**src/rtl/c17_bist_pkg.sv**
```systemverilog
// Shared types and constants for the c17 BIST sequencer: FSM states,
// MISR/LFSR polynomials, pattern/response bit mapping, and the MISR step function.
package c17_bist_pkg;

  typedef enum logic [1:0] {
    IDLE    = 2'd0,
    APPLY   = 2'd1,
    CAPTURE = 2'd2,
    DONE    = 2'd3
  } state_t;

  localparam logic [7:0] MISR_POLY   = 8'h1D;

  // x^5 + x^3 + 1: the feedback bit is p[4] ^ p[2], shifted in at the LSB
  localparam int         LFSR_TAP_HI = 4;
  localparam int         LFSR_TAP_LO = 2;

  // Position of each c17 net within pat_out / resp_in
  localparam int PAT_N1   = 4;
  localparam int PAT_N2   = 3;
  localparam int PAT_N3   = 2;
  localparam int PAT_N6   = 1;
  localparam int PAT_N7   = 0;
  localparam int RESP_N22 = 1;
  localparam int RESP_N23 = 0;

  function automatic logic [7:0] misr_step(input logic [7:0] sig, input logic [1:0] resp);
    return {sig[6:0], 1'b0} ^ (sig[7] ? MISR_POLY : 8'h00) ^ {6'b0, resp};
  endfunction

endpackage

```
**src/rtl/c17_pattern_gen.sv**
```systemverilog
// 5-bit pattern source for c17: maximal-length LFSR (mode=0) or binary up-counter (mode=1).
// A load takes priority over an advance.
module c17_pattern_gen
  import c17_bist_pkg::*;
#(
  parameter logic [4:0] SEED = 5'h01
) (
  input  logic       clk,
  input  logic       rst,
  input  logic       load,
  input  logic       advance,
  input  logic       mode,
  output logic [4:0] pat
);

  // NOTE: all sequential state uses non-blocking assignments so that every
  // register samples pre-edge values, regardless of block ordering.
  always_ff @(posedge clk or posedge rst) begin
    if (rst) begin
      pat <= 5'h00;
    end else if (load) begin
      pat <= mode ? 5'h00 : SEED;
    end else if (advance) begin
      if (mode) pat <= pat + 5'd1;
      else      pat <= {pat[3:0], pat[LFSR_TAP_HI] ^ pat[LFSR_TAP_LO]};
    end
  end

endmodule

```
**src/rtl/c17_bist_ctrl.sv**
```systemverilog
// BIST sequencer for the c17 netlist: applies NUM_PATTERNS vectors, compacts the
// responses in an 8-bit MISR and counts ones on N22/N23.
module c17_bist_ctrl
  import c17_bist_pkg::*;
#(
  parameter int unsigned NUM_PATTERNS = 32,
  parameter int unsigned CNT_W        = 16,
  parameter logic [4:0]  LFSR_SEED    = 5'h01,
  parameter logic [7:0]  GOLDEN_SIG   = 8'h00
) (
  input  logic             clk,
  input  logic             rst,
  input  logic             start,
  input  logic             mode,
  output logic [4:0]       pat_out,
  input  logic [1:0]       resp_in,
  output logic             busy,
  output logic             done,
  output logic [7:0]       signature,
  output logic [CNT_W-1:0] ones_n22,
  output logic [CNT_W-1:0] ones_n23,
  output logic             pass
);

  localparam int unsigned          LAST_IDX = (NUM_PATTERNS == 0) ? 0 : NUM_PATTERNS - 1;
  localparam logic [CNT_W-1:0]     LAST_CNT = CNT_W'(LAST_IDX);

  if ((NUM_PATTERNS >> CNT_W) != 0) begin : g_cnt_width_err
    $error("c17_bist_ctrl: NUM_PATTERNS does not fit in CNT_W bits");
  end
  if (LFSR_SEED == 5'h00) begin : g_seed_err
    $error("c17_bist_ctrl: LFSR_SEED must be nonzero");
  end

  state_t           state;
  logic [CNT_W-1:0] pat_cnt;
  logic             run_mode;
  logic             launch;
  logic             capture;
  logic             gen_mode;

  assign launch   = start && (state == IDLE || state == DONE);
  assign capture  = (state == CAPTURE);
  // The incoming mode steers the load; the latched copy steers every advance
  assign gen_mode = launch ? mode : run_mode;

  c17_pattern_gen #(
    .SEED    (LFSR_SEED)
  ) u_pattern_gen (
    .clk     (clk),
    .rst     (rst),
    .load    (launch),
    .advance (capture),
    .mode    (gen_mode),
    .pat     (pat_out)
  );

  // Status outputs are registered from the current state, so they trail it by one cycle
  always_ff @(posedge clk or posedge rst) begin
    if (rst) begin
      state     <= IDLE;
      pat_cnt   <= '0;
      run_mode  <= 1'b0;
      signature <= 8'h00;
      ones_n22  <= '0;
      ones_n23  <= '0;
      busy      <= 1'b0;
      done      <= 1'b0;
      pass      <= 1'b0;
    end else begin
      busy <= (state == APPLY) || (state == CAPTURE);
      done <= (state == DONE);
      pass <= (state == DONE) && (signature == GOLDEN_SIG);

      case (state)
        IDLE, DONE: begin
          if (start) begin
            signature <= 8'h00;
            ones_n22  <= '0;
            ones_n23  <= '0;
            pat_cnt   <= '0;
            run_mode  <= mode;
            state     <= (NUM_PATTERNS == 0) ? DONE : APPLY;
          end
        end
        APPLY: state <= CAPTURE;
        CAPTURE: begin
          signature <= misr_step(signature, resp_in);
          ones_n22  <= ones_n22 + CNT_W'(resp_in[RESP_N22]);
          ones_n23  <= ones_n23 + CNT_W'(resp_in[RESP_N23]);
          pat_cnt   <= pat_cnt + 1'b1;
          state     <= (pat_cnt == LAST_CNT) ? DONE : APPLY;
        end
        default: state <= IDLE;
      endcase
    end
  end

endmodule

```
**config.mk**
```make
export PLATFORM = sky130hd
export DESIGN_NAME = c17_bist_ctrl
export DESIGN_NICKNAME = d
export VERILOG_FILES = /design/src/rtl/c17_bist_pkg.sv /design/src/rtl/c17_pattern_gen.sv /design/src/rtl/c17_bist_ctrl.sv
export SDC_FILE = /design/constraint.sdc
export NUM_CORES = 1
export LEC_CHECK = 0
export CAP_MARGIN = 20
export CORE_ASPECT_RATIO = 1.1
export CORE_MARGIN = 1
export CORE_UTILIZATION = 54
export DETAILED_ROUTE_END_ITERATION = 10
export GPL_TIMING_DRIVEN = 0
export PLACE_DENSITY = 0.79
export SYNTH_ARGS = -nofsm -noshare
export SYNTH_HDL_FRONTEND = slang
export SYNTH_SLANG_ARGS = --single-unit
export TNS_END_PERCENT = 20
```
**constraint.sdc**
```tcl
create_clock -name clk -period 2.35 [get_ports clk]
set_input_delay 0.235 -clock clk [delete_from_list [all_inputs] [get_ports clk]]
set_output_delay 0.235 -clock clk [all_outputs]
set_load 0.03 [all_outputs]
```
==> results of run 1 <==
metal layers:
layer / track usage, % / vias up / wire length [microns]
li1: - / 1403 / -
met1: 34.14 / 1470 / 3550
met2: 41.75 / 66 / 4018
met3: 3.978 / 10 / 313
met4: 10.46 / 0 / 107
met5: 0 / - / 0
worst paths after layout:
kind                              start            to  cells after the start
setup / recovery               state[1]  ones_n22[10]                      8
hold / removal                      rst    pat_cnt[9]                      2
setup reg to reg               state[1]  ones_n22[10]                      8
hold reg to reg            signature[0]          pass                      1
max in group asynchronous           rst    pat_cnt[6]                      2
min in group clk           signature[0]          pass                      1
cells in the mapped netlist, types with 6 or more instances:
master	n
a21oi_1	17
a22o_1	9
a31oi_1	6
clkbuf_1	8
dfrtp_1	67
ha_1	9
inv_1	12
nand2_1	35
nand3_1	16
nand4_1	9
nor2_1	39
nor3_1	11
nor4_1	17
o21ai_0	20
or3_1	8
xnor2_1	28
cell type report:
cell class | count | area, sq um
multi-input combinational | 263 | 1680
sequential | 67 | 1677
fill | 470 | 1622
timing repair buffer | 54 | 538.0
clock buffer | 13 | 168.9
tap | 77 | 96.34
buffer | 14 | 75.07
inverter | 12 | 47.55
clock inverter | 2 | 10.01
stage by stage:
stage                     hold slack (ns)  setup TNS, ns  std cells  worst slack [ns]  total power (W)
final                              0.4114              0        502           0.02204         0.003447
after global routing               0.4797        -0.1513        502          -0.06950         0.003611
after CTS                          0.4482        -0.2792        501          -0.08116         0.003453
after detailed placement           0.5078         -12.28        486           -0.3520         0.002570
after global placement             0.4958         -59.08        486           -0.7185         0.002539
after floorplan                    0.4209              0        356            0.2219         0.002132
kinds of logic after synthesis:
kind of cell | Yosys count | share of synthesized area [%]
DFF | 67 | 49.52
muxes | 5 | 1.552
and+or+nand+nor | 151 | 21.80
xor gates and xnor gates | 31 | 8.020
AOI/OAI and AO/OA | 67 | 12.68
adders and majority gates | 9 | 3.326
buffers and inverters | 26 | 3.104
critical path, delay by kind of cell (launching register included):
family / cells / cell delay (ns)
buffers and inverters: 3 / 0.61
and+or+nand+nor: 2 / 0.50
DFF: 1 / 0.40
adders and majority gates: 1 / 0.28
muxes: 1 / 0.23
xor gates and xnor gates: 1 / 0.17
sequential cells by signal (all words and copies together), names as in the netlist, 2 cells and up:
register and flops:
pat_cnt 16, ones_n23 16, signature 8, u_pattern_gen.pat 5
ones_n22 16, state 2
power by group through the flow:
stage / combinational [W] / sequential [W] / clock (W)
6_report: 0.00103 / 0.00154 / 0.000880
5_1_grt: 0.00110 / 0.00156 / 0.000947
4_1_cts: 0.00104 / 0.00153 / 0.000888
3_5_place_dp: 0.00103 / 0.00154 / 0
3_3_place_gp: 0.00100 / 0.00154 / 0
2_1_floorplan: 0.000320 / 0.00181 / 0
repair_timing:
| action | in CTS | in global routing |
|---|---|---|
| endpoints found under the hold margin | 0 | 0 |
| pin swaps | 0 | 0 |
| endpoints found under the setup margin | 50 | 47 |
| resized for setup | 10 | 15 |
| buffers inserted | 0 | 1 |
==> flow_summary.toml, run 1 <==
[timing]
period_needed_ns = 2.328
period_share_pct = 99.06
skew_ns = 0.01193
setup_viol = 0
finalMaxSlewViolations = 0
hold_viol_final = 0
slew_headroom_pct = 45.23
tightest_slew_ns = 0.8215
fmax_mhz = 429.6

[routing]
vias = 2949
routed_wl_microns = 7989
routed_via_density = 5.875
first_pass_iters = 4
drc = 0
drtIter0Drc = 276
drtAntennaViolNets = 0
wl_per_cell_microns = 15.91

[die]
fp.dieH_microns = 85.05
start_util_pct = 57.25
placementRows = 29
dieWidth_microns = 77.50
die_area_sq_mm = 0.006591
ios = 54
core_sq_mm = 0.005914

[critical_path]
cpMaxStageDelayCell = "nor4_1"
cp_common_cell = "buf_4"
cp.arrival_ns = 2.53
cp_cell_sequence = "ha_1, buf_4, mux2i_4, buf_4, clkbuf_4, nor4_1, xnor2_1, nor2_1"
max_stage_delay_ns = 0.44
crit_fanout = 10
rrSetupSlack_ns = 0.02
crit_required_ns = 2.56
start_kind = "register"
critPathCaptureType = "register"
crit_type = "reg2reg"

[logic_synthesis]
ys_seq_elements = 67
ys_warn_count = 0
yosysUniqueCellTypes = 39
synth-edff-count = 0
synth.cell_area_sq_mm = 0.003386
yosysSeqAreaShare_pct = 49.52
synth_top_flop_cell = "dfrtp_1"
synth_top_cell_area_share_pct = 49.52
syn-num-nets = 371
avgSynthCellArea_sq_um = 9.511
yosysTopAreaCell = "dfrtp_1"
ys_top_cells_by_area = "dfrtp_1 (50%), xnor2_1 (7.2%), nor2_1 (4.3%)"
synth_cells = 356
synth-async-reset-ratio_pct = 100.0

[global_routing]
grt_pass1_wl_microns = 13250
antenna_found_initial = 0
grtUsageTotal_pct = 25.55
grt_max_degree = 68
grt_pass1_vias = 2762
overflow = 0

[cts]
numCtsBuffers = 9
path_clk_slew_ns = 0.07
cts_buffer_depth = 2
hold_buffers = 0
cts_tree = "built"
htree_levels = 3
clkSinkCount = 67
worstSkewPairLatency_ns = 0.33
root_buffer = "clkbuf_8"

[final_layout]
num-nets-final = 436
diodes = 0
final_common_cell = "dfrtp_1"
synthToLayoutAreaGrowth_pct = 26.79
final_util_pct = 72.58
final_cell_mix = "dfrtp_1 (67), clkdlybuf4s50_1 (53), nor2_1 (38)"
design_area_sq_mm = 0.004293
drive_gt1_share_pct = 10.59

[placement]
place_area_sq_mm = 0.004015
io_buffers = 53
gp_congestion = 0.8120
dp_hpwl_microns = 5409

[power_and_ir_drop]
p_switching_w = 0.001220
comb_power_share_pct = 29.9
peakVddDrop_v = 0.0007932
clockPowerShare_pct = 25.5
seqPwrFrac_pct = 44.6
leakagePower_nw = 1.813
p_int_w = 0.002227
swShare_pct = 35.40
power.density_mw_per_mm2 = 803.1

[run_status]
outcome = "completed"

[min_path]
hp-class = "in2async"

[job]
cap_violations = 0
Note: power is estimated with default switching activity, not from simulation.
==> inputs of run 2 (changes only) <==
--- a/config.mk
+++ b/config.mk
@@ -9,10 +9,12 @@
 export CORE_ASPECT_RATIO = 1.1
 export CORE_MARGIN = 1
 export CORE_UTILIZATION = 54
+export CTS_BUF_LIST = sky130_fd_sc_hd__clkbuf_8 sky130_fd_sc_hd__clkbuf_16
 export DETAILED_ROUTE_END_ITERATION = 10
 export GPL_TIMING_DRIVEN = 0
 export PLACE_DENSITY = 0.79
 export SYNTH_ARGS = -nofsm -noshare
 export SYNTH_HDL_FRONTEND = slang
+export SYNTH_HIERARCHICAL = 1
 export SYNTH_SLANG_ARGS = --single-unit
 export TNS_END_PERCENT = 20
==> run 2 against run 1 <==
Net effect: first-iteration DRC count decreased by 42%; clock skew down 0.0022 ns; final area grew 0.50%; cell count decreased by 1.0%; setup slack improved by 0.14 ns; register-to-register slack better by 0.14 ns; clock-buffer cell count is 4 lower; critical path type unchanged; largest cell class is now sequential cells; highest routed layer unchanged.
==> flow_summary.toml, run 2 <==
[run_status]
outcome = "completed"

[critical_path]
cp_cell_sequence = "inv_1, ha_1, buf_2, mux2_4, nand4_1, or4_1, a21oi_1"
endpoint = "ones_n23[10]"
rrSetupSlack_ns = 0.16
cp_top_family = "simple AND/OR/NAND/NOR gates"
crit_start = "state[0]"
crit_required_ns = 2.63
crit_fanout = 10
start_kind = "register"
max_stage_delay_ns = 0.49
reg2reg_depth = 7
critPathCaptureType = "register"
cp.arrival_ns = 2.47
cp.depth = 7
timing.rr.start = "state[0]"
cpMaxStageDelayCell = "or4_1"
critPathBufInv = 2
rr_endpoint = "ones_n23[10]"
crit_type = "reg2reg"

[cts]
cts_tree = "built"
clkSinkCount = 67
worstSkewPairLatency_ns = 0.35
numCtsBuffers = 9
cts_buffer_depth = 2
root_buffer = "clkbuf_8"
path_clk_slew_ns = 0.08
htree_levels = 3

[routing]
drc = 0
drtAntennaViolNets = 0
routed_via_density = 5.761
wl_per_cell_microns = 14.92
routed_wl_microns = 7414
vias = 2863
drtIter0Drc = 160
first_pass_iters = 4

[timing]
skew_ns = 0.009700
rsz0062_at_grt = "false"
hold_viol_final = 0
period_share_pct = 93.28
tightest_slew_ns = 0.7181
period_needed_ns = 2.192
slew_headroom_pct = 52.06
setup_viol = 0
fmax_mhz = 456.2
finalMaxSlewViolations = 0
finalWorstSetupSlack_ns = 0.1579

[final_layout]
design_area_sq_mm = 0.004314
final_common_cell = "dfrtp_1"
n_fill_cell = 485
drive_gt1_share_pct = 8.393
synthToLayoutAreaGrowth_pct = 25.43
diodes = 0
num-nets-final = 427
final_cell_mix = "dfrtp_1 (67), clkdlybuf4s50_1 (53), nor2_1 (29)"
reg_top3 = "ones_n22 (16), ones_n23 (16), pat_cnt (16)"

[die]
placementRows = 30
dieWidth_microns = 78.10
die_area_sq_mm = 0.006693
ios = 54
core_sq_mm = 0.006156
start_util_pct = 55.87
fp.dieH_microns = 85.71

[logic_synthesis]
ys_warn_count = 6
synth_top_cells_by_count = "dfrtp_1 (67), nor2_1 (29), nand2_1 (25)"
synth.cell_area_sq_mm = 0.003440
avgSynthCellArea_sq_um = 9.912
synth-edff-count = 0
yosysUniqueCellTypes = 48
synth-async-reset-ratio_pct = 100.0
synth.most_common_cell = "dfrtp_1"
ys_top_cells_by_area = "dfrtp_1 (49%), xnor2_1 (3.6%), xor2_1 (3.6%)"
synth_cells = 347
yosysTopAreaCell = "dfrtp_1"
synth_top_cell_area_share_pct = 48.74
ys_seq_elements = 67
syn-num-nets = 362
yosysSeqAreaShare_pct = 48.74
synth_top_flop_cell = "dfrtp_1"

[placement]
io_buffers = 53
place_area_sq_mm = 0.004090
post-place-ws_ns = -0.1232
gp_congestion = 0.8289
dp_hpwl_microns = 5132

[power_and_ir_drop]
peakVddDrop_v = 0.0006563
power.density_mw_per_mm2 = 925.5
leakagePower_nw = 1.868

[job]
cap_violations = 0

[global_routing]
grt_pass1_wl_microns = 12500
antenna_found_initial = 0
overflow = 0
grtUsageTotal_pct = 24.13
grt_max_degree = 34
grt_pass1_vias = 2634

[min_path]
hp-class = "in2async"
run 2: cell count changes after synthesis, moves of 4 or more:
cell	previous run	this run
a21oi_1	17	22
and4_1	0	6
nand2_1	35	25
nand3_1	16	12
nand4_1	9	13
nor2_1	39	29
nor2b_1	1	7
nor3_1	11	4
nor4_1	17	4
o31ai_1	1	9
xnor2_1	28	14
xor2_1	3	14
run 2: where the power goes:
part | internal [W] | switching (W)
registers | 0.00130 | 0.000153
clock network | 0.000593 | 0.000466
logic | 0.000563 | 0.000922
run 2: cells by family after synthesis:
logic type	after synthesis	synth area share, %
buffers and inverters	26	3.310
flip-flops	67	48.75
adder cells (fa/ha/maj)	9	3.274
AND/OR/NAND/NOR	140	22.99
multiplexers	6	1.928
XOR/XNOR	28	7.130
AO/OA/AOI/OAI	71	12.62
run 2: layout make-up:
| type | count | area (sq um) | area share, % |
|---|---|---|---|
| clock buffers | 9 | 123.9 | 2.871 |
| repair buffers | 54 | 550.5 | 12.76 |
| well taps | 80 | 100.1 | 2.320 |
| plain buffers | 15 | 75.07 | 1.740 |
| flip-flops and latches | 67 | 1677 | 38.86 |
| multi-input cells | 254 | 1654 | 38.34 |
| inverters | 11 | 41.29 | 0.9571 |
| clock inverters | 7 | 92.59 | 2.146 |
run 2: layer usage:
layer,track usage [%],share of wire (%),vias up
li1,-,-,1387
met1,31.93,47,1404
met2,38.76,48,61
met3,4.894,3.5,11
met4,10.27,1.8,0
met5,0,0,-
run 2: worst register-to-register path, delay by kind of cell, from the launching register on:
family / cells / cell delay, ns
and+or+nand+nor: 2 / 0.78
DFF: 1 / 0.40
muxes: 1 / 0.29
adders and majority gates: 1 / 0.28
buffers and inverters: 2 / 0.22
AOI/OAI and AO/OA: 1 / 0.16
run 2: metrics by stage:
step,util [%],setup TNS (ns),total power (W),instances,hold WS [ns]
after floorplan,-,0,0.002450,347,0.01352
after global routing,70.08,0,0.004220,497,0.1481
final,70.08,0,0.003993,497,0.1376
after CTS,69.98,0,0.004007,497,0.1400
after detailed placement,66.44,-1.181,0.002934,481,0.4914
after global placement,66.12,-36.90,0.002895,480,0.4756
run 2: worst min-delay path by stage:
stage / startpoint / end / slack, ns / cells past startpoint
3_3_place_gp: rst / u_pattern_gen/pat[2] / 0.48 / 2
5_1_grt: rst / u_pattern_gen/pat[1] / 0.15 / 2
4_1_cts: rst / u_pattern_gen/pat[3] / 0.14 / 2
6_report: rst / u_pattern_gen/pat[4] / 0.14 / 2
3_5_place_dp: run_mode / run_mode / 0.49 / 1
2_1_floorplan: rst / u_pattern_gen/pat[0] / 0.01 / 1
run 2: what timing repair did:
action	in CTS	in global routing
gates resized for setup	1	5
hold endpoints to repair	0	0
buffers inserted	0	0
setup endpoints to repair	10	36
hold buffers	0	0
==> inputs of run 3 (changes only) <==
--- a/config.mk
+++ b/config.mk
@@ -7,7 +7,6 @@
 export LEC_CHECK = 0
 export CAP_MARGIN = 20
 export CORE_ASPECT_RATIO = 1.1
-export CORE_MARGIN = 1
 export CORE_UTILIZATION = 54
 export CTS_BUF_LIST = sky130_fd_sc_hd__clkbuf_8 sky130_fd_sc_hd__clkbuf_16
 export DETAILED_ROUTE_END_ITERATION = 10
==> results of run 3 <==
The final DEF is identical to that of run 2; final timing and power are the same.
